$ cat src/rtl/alu_apb_arbiter_if.sv
// alu_apb_arbiter_if: APB bus between the arbiter (master) and the ALU register slave
interface alu_apb_arbiter_if;
    logic        psel;
    logic        penable;
    logic        pwrite;
    logic [31:0] paddr;
    logic [31:0] pwdata;
    logic [31:0] prdata;
    logic        pready;
    logic        pslverr;
    modport master (output psel, penable, pwrite, paddr, pwdata, input prdata, pready, pslverr);
    modport slave (input psel, penable, pwrite, paddr, pwdata, output prdata, pready, pslverr);
endinterface

$ cat src/rtl/alu_apb_arbiter.sv
// alu_apb_arbiter: round-robin APB master sharing the ALU register port between two requesters
module alu_apb_arbiter #(
    parameter logic [31:0] ADDR_LIMIT = 32'd15,
    parameter int unsigned TIMEOUT    = 16
) (
    input  logic              clk,
    input  logic              reset_n,
    input  logic              req0_valid,
    input  logic              req0_write,
    input  logic [31:0]       req0_addr,
    input  logic [31:0]       req0_wdata,
    output logic              req0_ack,
    output logic              req0_done,
    output logic [31:0]       req0_rdata,
    output logic              req0_err,
    input  logic              req1_valid,
    input  logic              req1_write,
    input  logic [31:0]       req1_addr,
    input  logic [31:0]       req1_wdata,
    output logic              req1_ack,
    output logic              req1_done,
    output logic [31:0]       req1_rdata,
    output logic              req1_err,
    alu_apb_arbiter_if.master apb
);
    typedef enum logic [1:0] {IDLE, SETUP, ACCESS, RESP} state_t;
    state_t      state, state_n;
    logic        last_grant, grant, pick, start, owner, illegal, timeout_hit, sel_write, resp_err;
    logic [31:0] sel_addr, sel_wdata, resp_rdata, cnt;
    always_comb begin
        pick        = (req0_valid && req1_valid) ? !last_grant : req1_valid;
        sel_write   = pick ? req1_write : req0_write;
        sel_addr    = pick ? req1_addr : req0_addr;
        sel_wdata   = pick ? req1_wdata : req0_wdata;
        illegal     = sel_addr > ADDR_LIMIT;
        timeout_hit = TIMEOUT != 0 && !apb.pready && cnt == TIMEOUT - 1;
        start       = state == IDLE && (req0_valid || req1_valid);
        owner       = start ? pick : grant;
        // Any response not produced by a completed ACCESS is an illegal address or an abort
        resp_err    = (state == ACCESS && apb.pready) ? apb.pslverr : 1'b1;
        resp_rdata  = (state == ACCESS && apb.pready && !apb.pwrite) ? apb.prdata : '0;
        state_n     = state;
        case (state)
            IDLE:   state_n = start ? (illegal ? RESP : SETUP) : IDLE;
            SETUP:  state_n = ACCESS;
            ACCESS: state_n = (apb.pready || timeout_hit) ? RESP : ACCESS;
            RESP:   state_n = IDLE;
        endcase
    end
    always_ff @(posedge clk or negedge reset_n) begin
        if (!reset_n) begin
            state       <= IDLE;
            last_grant  <= 1'b1;
            grant       <= 1'b0;
            cnt         <= '0;
            apb.psel    <= 1'b0;
            apb.penable <= 1'b0;
            apb.pwrite  <= 1'b0;
            apb.paddr   <= '0;
            apb.pwdata  <= '0;
            req0_ack    <= 1'b0;
            req0_done   <= 1'b0;
            req0_err    <= 1'b0;
            req0_rdata  <= '0;
            req1_ack    <= 1'b0;
            req1_done   <= 1'b0;
            req1_err    <= 1'b0;
            req1_rdata  <= '0;
        end else begin
            state       <= state_n;
            cnt         <= (state == ACCESS && state_n == ACCESS) ? cnt + 1 : '0;
            apb.psel    <= state_n == SETUP || state_n == ACCESS;
            apb.penable <= state_n == ACCESS;
            req0_ack    <= start && !pick;
            req1_ack    <= start && pick;
            req0_done   <= state_n == RESP && !owner;
            req1_done   <= state_n == RESP && owner;
            if (start) begin
                grant      <= pick;
                last_grant <= pick;
            end
            if (start && !illegal) begin
                apb.pwrite <= sel_write;
                apb.paddr  <= sel_addr;
                apb.pwdata <= sel_wdata;
            end
            if (state_n == RESP && !owner) {req0_err, req0_rdata} <= {resp_err, resp_rdata};
            if (state_n == RESP && owner) {req1_err, req1_rdata} <= {resp_err, resp_rdata};
        end
    end
endmodule

$ cat src/flat_wrapper.sv
// flat-port wrapper written by rule: the top's interface ports become plain ports
module alu_apb_arbiter_flat 
#(
    parameter logic [31:0] ADDR_LIMIT = 32'd15,
    parameter int unsigned TIMEOUT    = 16
)
  (clk, reset_n, req0_valid, req0_write, req0_addr, req0_wdata, req0_ack, req0_done, req0_rdata, req0_err, req1_valid, req1_write, req1_addr, req1_wdata, req1_ack, req1_done, req1_rdata, req1_err, apb_psel, apb_penable, apb_pwrite, apb_paddr, apb_pwdata, apb_prdata, apb_pready, apb_pslverr);
  alu_apb_arbiter_if apb_i ();
  input  logic clk;
  input  logic reset_n;
  input  logic req0_valid;
  input  logic req0_write;
  input  logic [31:0] req0_addr;
  input  logic [31:0] req0_wdata;
  output logic req0_ack;
  output logic req0_done;
  output logic [31:0] req0_rdata;
  output logic req0_err;
  input  logic req1_valid;
  input  logic req1_write;
  input  logic [31:0] req1_addr;
  input  logic [31:0] req1_wdata;
  output logic req1_ack;
  output logic req1_done;
  output logic [31:0] req1_rdata;
  output logic req1_err;
  output wire logic [$bits(apb_i.psel)-1:0] apb_psel;
  output wire logic [$bits(apb_i.penable)-1:0] apb_penable;
  output wire logic [$bits(apb_i.pwrite)-1:0] apb_pwrite;
  output wire logic [$bits(apb_i.paddr)-1:0] apb_paddr;
  output wire logic [$bits(apb_i.pwdata)-1:0] apb_pwdata;
  input wire logic [$bits(apb_i.prdata)-1:0] apb_prdata;
  input wire logic [$bits(apb_i.pready)-1:0] apb_pready;
  input wire logic [$bits(apb_i.pslverr)-1:0] apb_pslverr;
  assign apb_psel = apb_i.psel;
  assign apb_penable = apb_i.penable;
  assign apb_pwrite = apb_i.pwrite;
  assign apb_paddr = apb_i.paddr;
  assign apb_pwdata = apb_i.pwdata;
  assign apb_i.prdata = apb_prdata;
  assign apb_i.pready = apb_pready;
  assign apb_i.pslverr = apb_pslverr;
  alu_apb_arbiter #(.ADDR_LIMIT(ADDR_LIMIT), .TIMEOUT(TIMEOUT)) u_core (.clk(clk), .reset_n(reset_n), .req0_valid(req0_valid), .req0_write(req0_write), .req0_addr(req0_addr), .req0_wdata(req0_wdata), .req0_ack(req0_ack), .req0_done(req0_done), .req0_rdata(req0_rdata), .req0_err(req0_err), .req1_valid(req1_valid), .req1_write(req1_write), .req1_addr(req1_addr), .req1_wdata(req1_wdata), .req1_ack(req1_ack), .req1_done(req1_done), .req1_rdata(req1_rdata), .req1_err(req1_err), .apb(apb_i));
endmodule
$ cat config.mk
export PLATFORM = sky130hd
export DESIGN_NAME = alu_apb_arbiter_flat
export DESIGN_NICKNAME = d
export VERILOG_FILES = /design/src/rtl/alu_apb_arbiter_if.sv /design/src/rtl/alu_apb_arbiter.sv /design/src/flat_wrapper.sv
export SDC_FILE = /design/constraint.sdc
export NUM_CORES = 1
export LEC_CHECK = 0
export CELL_PAD_IN_SITES_DETAIL_PLACEMENT = 1
export CELL_PAD_IN_SITES_GLOBAL_PLACEMENT = 1
export CORE_AREA = 2 2 124 217
export DETAILED_ROUTE_END_ITERATION = 10
export DIE_AREA = 0 0 126 219
export PLACE_DENSITY = 0.74
export SLEW_MARGIN = 20
export SYNTH_ARGS = -nofsm -noshare
export SYNTH_HDL_FRONTEND = slang
export SYNTH_SLANG_ARGS = --single-unit
$ cat constraint.sdc
create_clock -name clk -period 2.1 [get_ports clk]
set_input_delay 0.21 -clock clk [delete_from_list [all_inputs] [get_ports clk]]
set_output_delay 0.21 -clock clk [all_outputs]
set_load 0.01 [all_outputs]
==> impl_results.md <==
* Die area at 27600 um^2
* Antenna-violating nets left at 0
* Global routing's busiest layer: met2
* PD cells at 1050 nW/um^2
* Final WS setup at -0.271 ns
* Commonest non-fill, non-tap cell in the layout: clkdlybuf4s50_1
* Crit-path max cell delay at 0.40 ns
* Hold Path Class: input port to asynchronous set/reset pin
* Critical path buffer and inverter count at 4
* First-pass GRT wire length at 37800 um
* Failing checks: negative setup slack
* Avg Cell Area, Syn at 11.4 um^2
* Final period util at 113%
* Placed cell area at 11300 um^2
* Io pins at 305
* Drt drc at 0
* TritonCTS sink count at 173
* Via density at 4.75
* Iter 0 DRT Violations at 212
* Met2 Use GR at 35.1%
* Setup WS pre-CTS at -0.660 ns
* Die X at 126 um
* Largest fanout on the critical path at 13
* RSZ-0062 raised after global routing: true
* Max Cap Viol at 0
* Asr flop ratio synth at 100%
* Total track usage at 17.7%
* Count of cell types in the netlist at 35
* Worst-Margin Slew at 0.474 ns
* Net Count, Synth at 825
* Worst EP required at 2.42 ns
* CTS tree: built
* Final #Nets at 1197
* Footprint of the multi-input gates at 3030 um^2
* Worst slew margin at 68.4%
* Slowest CP cell: dfrtp_1
* Root Buffer: clkbuf_16
* Status: complete, but fails checks
* Final instance area at 12400 um^2
* Total wire length at 26000 um
* Num CTS Buffers at 17
* Clk buf depth at 2
* Ant. Diodes at 0
* WHS at 0.228 ns
* Most frequent cells in the layout: clkdlybuf4s50_1, dfrtp_1, nand2_1, o21ai_1, buf_4
* Ys flop type: dfrtp_1
* Initial antenna violation count at 0
* Clk slew on worst S/H paths at 0.07 ns
* Number of enable flip-flop cells after synthesis at 0
* Pin count of the biggest net entering global routing at 82
* Leakage at 5.42 nW
* HPWL Detailed at 18500 um
* PortBufs at 304
* Share of cells above drive strength 1 at 22.9%
* Clk_lat worst skew at 0.44 ns
* Clock skew at 0.0118 ns
* Seq cells post-synth at 173
* Crit-path most repeated cell: inv_1
* Row count at 78
* Gpl congestion at 0.785
* Remaining global-route overflow at 0
* Crit path capture type: flip-flop
* Cell chain of the critical path: nor4_2 > buf_4 > nand4_1 > o21bai_1 > a31oi_1 > inv_1 > ha_2 > inv_1 > or2_4 > clkbuf_16 > nand2_1 > o21ai_1
* P&R area growth vs syn at 66.9%
* Worst IR Drop VDD at 764 uV
* Max Clk Rate at 0.422 GHz
* Crit path DAT at 2.69 ns
* Number of H-tree levels at 4
* WL/cell at 19.2 um
* Initial core utilization at 28.8%
* GRT met3 Usage at 4.05%
* Post-synthesis sequential area ratio at 58.4%
* Post-layout util at 48.0%
* DR vias at 6445
* Number of setup violations in the final report at 68
* Setup CP Type: flip-flop to flip-flop
* Met1 GRT Util at 17.6%
* Startpoint class of the critical path: flip-flop
* Reg2Reg Depth at 12
* Post-Syn Area at 7410 um^2
* Core footprint at 25800 um^2
* Die span in y at 219 um
* Vias in the first global route at 6969
* Syn. warnings at 0
* Hold Violations, Final at 0
* Cell count after synthesis at 652
* Worst path top cell family by delay: simple AND/OR/NAND/NOR gates
* Levels on crit path at 12
* Reg area at 4330 um^2
* Final min period at 2.37 ns
* Fill count at 2815
* Drt first pass iters at 4
* Max-slew violations at 0
## area by class of cell
cell class	instances	area share, %
clock buffers	17	3.44
flip-flops and latches	173	35.0
well taps	320	3.24
multi-input cells	430	24.5
repair buffers	388	32.1
clock inverters	15	1.26
inverters	14	0.425
## power by group
group          total, W  internal (W)  switching, W
Combinational   0.00527       0.00282       0.00245
Sequential      0.00454       0.00408      0.000463
Clock           0.00316       0.00168       0.00149
Total            0.0130       0.00858       0.00440
## flip-flops by register name, indices dropped and copies added (netlist names)
name                count
u_core.req1_err         1
u_core.req0_ack         1
u_core.cnt             32
u_core.req1_rdata      32
u_core.state            2
u_core.last_grant       1
u_core.req0_done        1
u_core.apb.pwdata      32
u_core.req1_ack         1
u_core.apb.pwrite       1
u_core.apb.paddr       32
u_core.grant            1
u_core.req1_done        1
u_core.apb.penable      1
u_core.req0_err         1
u_core.apb.psel         1
u_core.req0_rdata      32
## timing repair
item	in CTS	in global routing
gates cloned	0	13
setup endpoints to repair	100	102
hold endpoints to repair	30	0
buffers inserted	4	3
hold buffers	1	0
gates resized for setup	21	79
pin swaps	4	4
## stage by stage
stage / setup TNS [ns] / cells / power, W
2_1_floorplan: -0.656 / 652 / 0.00614
3_3_place_gp: -65.99 / 1306 / 0.00876
3_5_place_dp: -70.98 / 1306 / 0.00889
4_1_cts: -15.00 / 1342 / 0.0122
5_1_grt: -29.98 / 1357 / 0.0137
6_report: -13.13 / 1357 / 0.0130
## worst paths after layout
kind	startpoint	end	slack, ns
setup / recovery	u_core.cnt[18]	u_core.req0_rdata[14]	-0.27
hold / removal	reset_n	u_core.apb.pwdata[29]	0.23
setup reg to reg	u_core.cnt[18]	u_core.req0_rdata[14]	-0.27
hold reg to reg	u_core.req0_rdata[1]	u_core.req0_rdata[1]	0.48
max in group asynchronous	reset_n	u_core.req1_rdata[9]	1.11
min in group clk	apb_prdata[20]	u_core.req1_rdata[20]	0.34
## metal layers
metal	vias up	wire, um
met3	47	1430
met2	244	15100
met5	-	0
li1	2963	-
met4	0	756
met1	3191	8730
## cells by family (layout without fill, tap and decap cells)
family / Yosys count / in the layout / synth area share (%)
and+or+nand+nor: 241 / 241 / 15.8
DFF: 173 / 173 / 58.4
AOI/OAI and AO/OA: 84 / 84 / 5.93
muxes: 75 / 75 / 12.9
buffers and inverters: 49 / 434 / 3.11
xor gates and xnor gates: 25 / 25 / 2.96
adders and majority gates: 5 / 5 / 0.844
## Yosys cell counts (7+ instances only)
| master | count | area [um^2] |
|---|---|---|
| dfrtp_1 | 172 | 4300 |
| nand2_1 | 111 | 417 |
| o21ai_0 | 72 | 360 |
| mux2_2 | 44 | 495 |
| and2_1 | 30 | 188 |
| mux2_4 | 30 | 450 |
| nor2_1 | 29 | 109 |
| nor4_1 | 23 | 144 |
| clkbuf_1 | 18 | 67.6 |
| xnor2_1 | 18 | 158 |
| inv_1 | 14 | 52.6 |
| buf_2 | 13 | 65.1 |
| nand3_1 | 10 | 50.1 |
| nand4_1 | 8 | 50.1 |
| nor3_1 | 8 | 40.0 |
| xor2_1 | 7 | 61.3 |
No activity file was read; power rests on OpenSTA's default activity.
==> variant: new RTL, same settings <==
Encoding of `state_t`: now one-hot (4 bits for 4 states).
--- a/src/rtl/alu_apb_arbiter.sv
+++ b/src/rtl/alu_apb_arbiter.sv
@@ -23,7 +23,7 @@
     output logic              req1_err,
     alu_apb_arbiter_if.master apb
 );
-    typedef enum logic [1:0] {IDLE, SETUP, ACCESS, RESP} state_t;
+    typedef enum logic [3:0] {IDLE = 4'b0001, SETUP = 4'b0010, ACCESS = 4'b0100, RESP = 4'b1000} state_t;
     state_t      state, state_n;
     logic        last_grant, grant, pick, start, owner, illegal, timeout_hit, sel_write, resp_err;
     logic [31:0] sel_addr, sel_wdata, resp_rdata, cnt;
Formal check against the unedited RTL: no difference found for any inputs over 10 cycles, from zero or initial values and one cycle with reset_n low; not proved beyond that.
==> variant against the original RTL <==
- worst setup slack better by 270 ps
- global-route usage up 0.12 points
- via count down 5.3%
- cell count down 3.2%
- sequential cell count grew 2
- wire length shrank 6.3%
- first-iteration DRC count decreased by 1.9%
- count of clock-buffer cells in the layout increased by 2
- non-clock buffer count is 26 lower
- design area decreased by 1.7%
- synthesized area is 0.52% higher
Power is not compared: it rests on default switching activity, and its combinational part moved more than twofold at a synthesized area within 25%.
==> variant: results (changes against the original RTL) <==
[outcome]
outcome=completed

[detailed_routing]
firstDrtPassIters=4  ; unchanged
wl_per_cell_um=18.5  ; -3.1%
drtIter0Drc=208  ; -1.9%
ant_nets=0  ; unchanged
vias=6105  ; -5.3%

[layout]
fill_cells=2762  ; -1.9%
fin_nets=1149  ; -4.0%
final_cell_count_no_fill=1313  ; -3.2%
layout-drive-gt1-share=0.182  ; -0.0461

[logic_synthesis]
ys_types=43  ; +23%
netlist_instances=627  ; -3.8%
synth_area_leaders=dfrtp_1 58%, mux2_2 5.7%, and2_1 5.2%
syn-num-nets=796  ; -3.5%
seq_area_frac_synth=0.588  ; +0.00384
synth.top_cells.by_count=173 x dfrtp_1, 62 x and2_1, 52 x nand2_1

[global_routing]
grt_use_total=0.179  ; +0.00125
antenna_found_initial=1  ; +1
grt_pass1_wl_um=37700  ; -0.22%
grt_max_degree=74  ; -9.8%
first_global_vias=6854  ; -1.7%

[place]
place.gp.congestion=0.817  ; +4.1%
hpwl_um=17900  ; -2.9%

[timing]
timing.hold.ws_ps=240  ; +11.5 ps
tightest_slew_ps=636  ; +162 ps
drv_slew=0  ; unchanged
skew_ps=9.09  ; -2.69 ps

[worst_setup_path]
cp_max_fo=17  ; +4
reg2reg_depth=8  ; -4
reg2reg_slack_ps=3  ; +270 ps
reg2reg_from=u_core.last_grant
worstPathArrival_ps=2430  ; -260 ps

[power_and_ir_drop]
p_sw_mw=2.15

[cts]
numCtsBuffers=17  ; unchanged
cts.clk_slew.worst_paths_ps=70  ; about the same

==> variant: stage by stage <==
step,worst slack (ps),TNS [ps],utilization,instance area [um^2]
finish,2.94,0,0.472,12200
global route,-109,-4720,0.472,12200
CTS,-80.3,-2320,0.469,12100
detailed placement,-462,-43190,0.436,11200
global placement,-527,-53540,0.436,11200
floorplan,17.5,0,-,7470
==> variant: kinds of logic (layout without fill, tap and decap cells) <==
group	count (synthesis)	in the layout	share of synthesized area
muxes	104	104	0.151
other	0	1	0
DFF	175	175	0.588
xor gates and xnor gates	26	26	0.0306
and+or+nand+nor	225	226	0.162
AOI/OAI and AO/OA	60	60	0.0435
adders and majority gates	1	1	0.00168
buffers and inverters	36	400	0.0232
==> variant: worst max-delay path, cell delays in order, from the launching register on <==
cell,delay [ps]
dfstp_2,560
a21boi_4,80
nand4b_1,200
o22ai_2,240
buf_6,130
o22ai_4,90
nand2b_4,140
buf_12,190
mux2_1,330
==> variant: final cells by class <==
cell class                      count  area, um^2  area share
Antenna cell                        1        2.50    0.000206
Timing Repair Buffer              362        3600       0.296
Inverter                            7        26.3     0.00216
Sequential cell                   175        4390       0.361
Tap cell                          320         400      0.0329
Clock inverter                     12         136      0.0112
Clock buffer                       19         443      0.0364
Multi-Input combinational cell    417        3170       0.260
==> variant: repair_timing <==
item,CTS,global route
hold endpoints to repair,35,0
hold buffers,1,0
cloned,2,1
endpoints found under the setup margin,68,75
pin swaps,6,3
buffers inserted,7,5
resized for setup,38,28
==> variant: worst max-delay path by stage <==
stage,startpoint,cells after the start,to
4_1_cts,u_core.cnt[10],8,u_core.req0_rdata[20]
3_5_place_dp,req1_addr[7],10,u_core.req0_rdata[21]
6_report,u_core.last_grant,8,u_core.req0_rdata[14]
5_1_grt,u_core.last_grant,8,u_core.req0_rdata[9]
2_1_floorplan,u_core.cnt[0],9,u_core.req0_err
3_3_place_gp,req1_addr[7],10,u_core.req0_rdata[12]
==> variant: routing by layer <==
| metal | track usage | vias up | routed length [um] |
|---|---|---|---|
| met5 | 0 | - | 0 |
| met1 | 0.183 | 3004 | 8570 |
| met3 | 0.0519 | 50 | 1230 |
| li1 | - | 2861 | - |
| met4 | 0.0802 | 0 | 904 |
| met2 | 0.332 | 190 | 13700 |
==> variant: power by group through the flow <==
stage | clock [mW] | sequential (mW) | combinational (mW)
floorplan | 0 | 3.98 | 0.382
global placement | 0 | 3.88 | 1.57
detailed placement | 0 | 3.90 | 1.59
CTS | 3.28 | 3.84 | 1.67
global route | 3.41 | 3.87 | 1.77
finish | 3.18 | 3.84 | 1.66
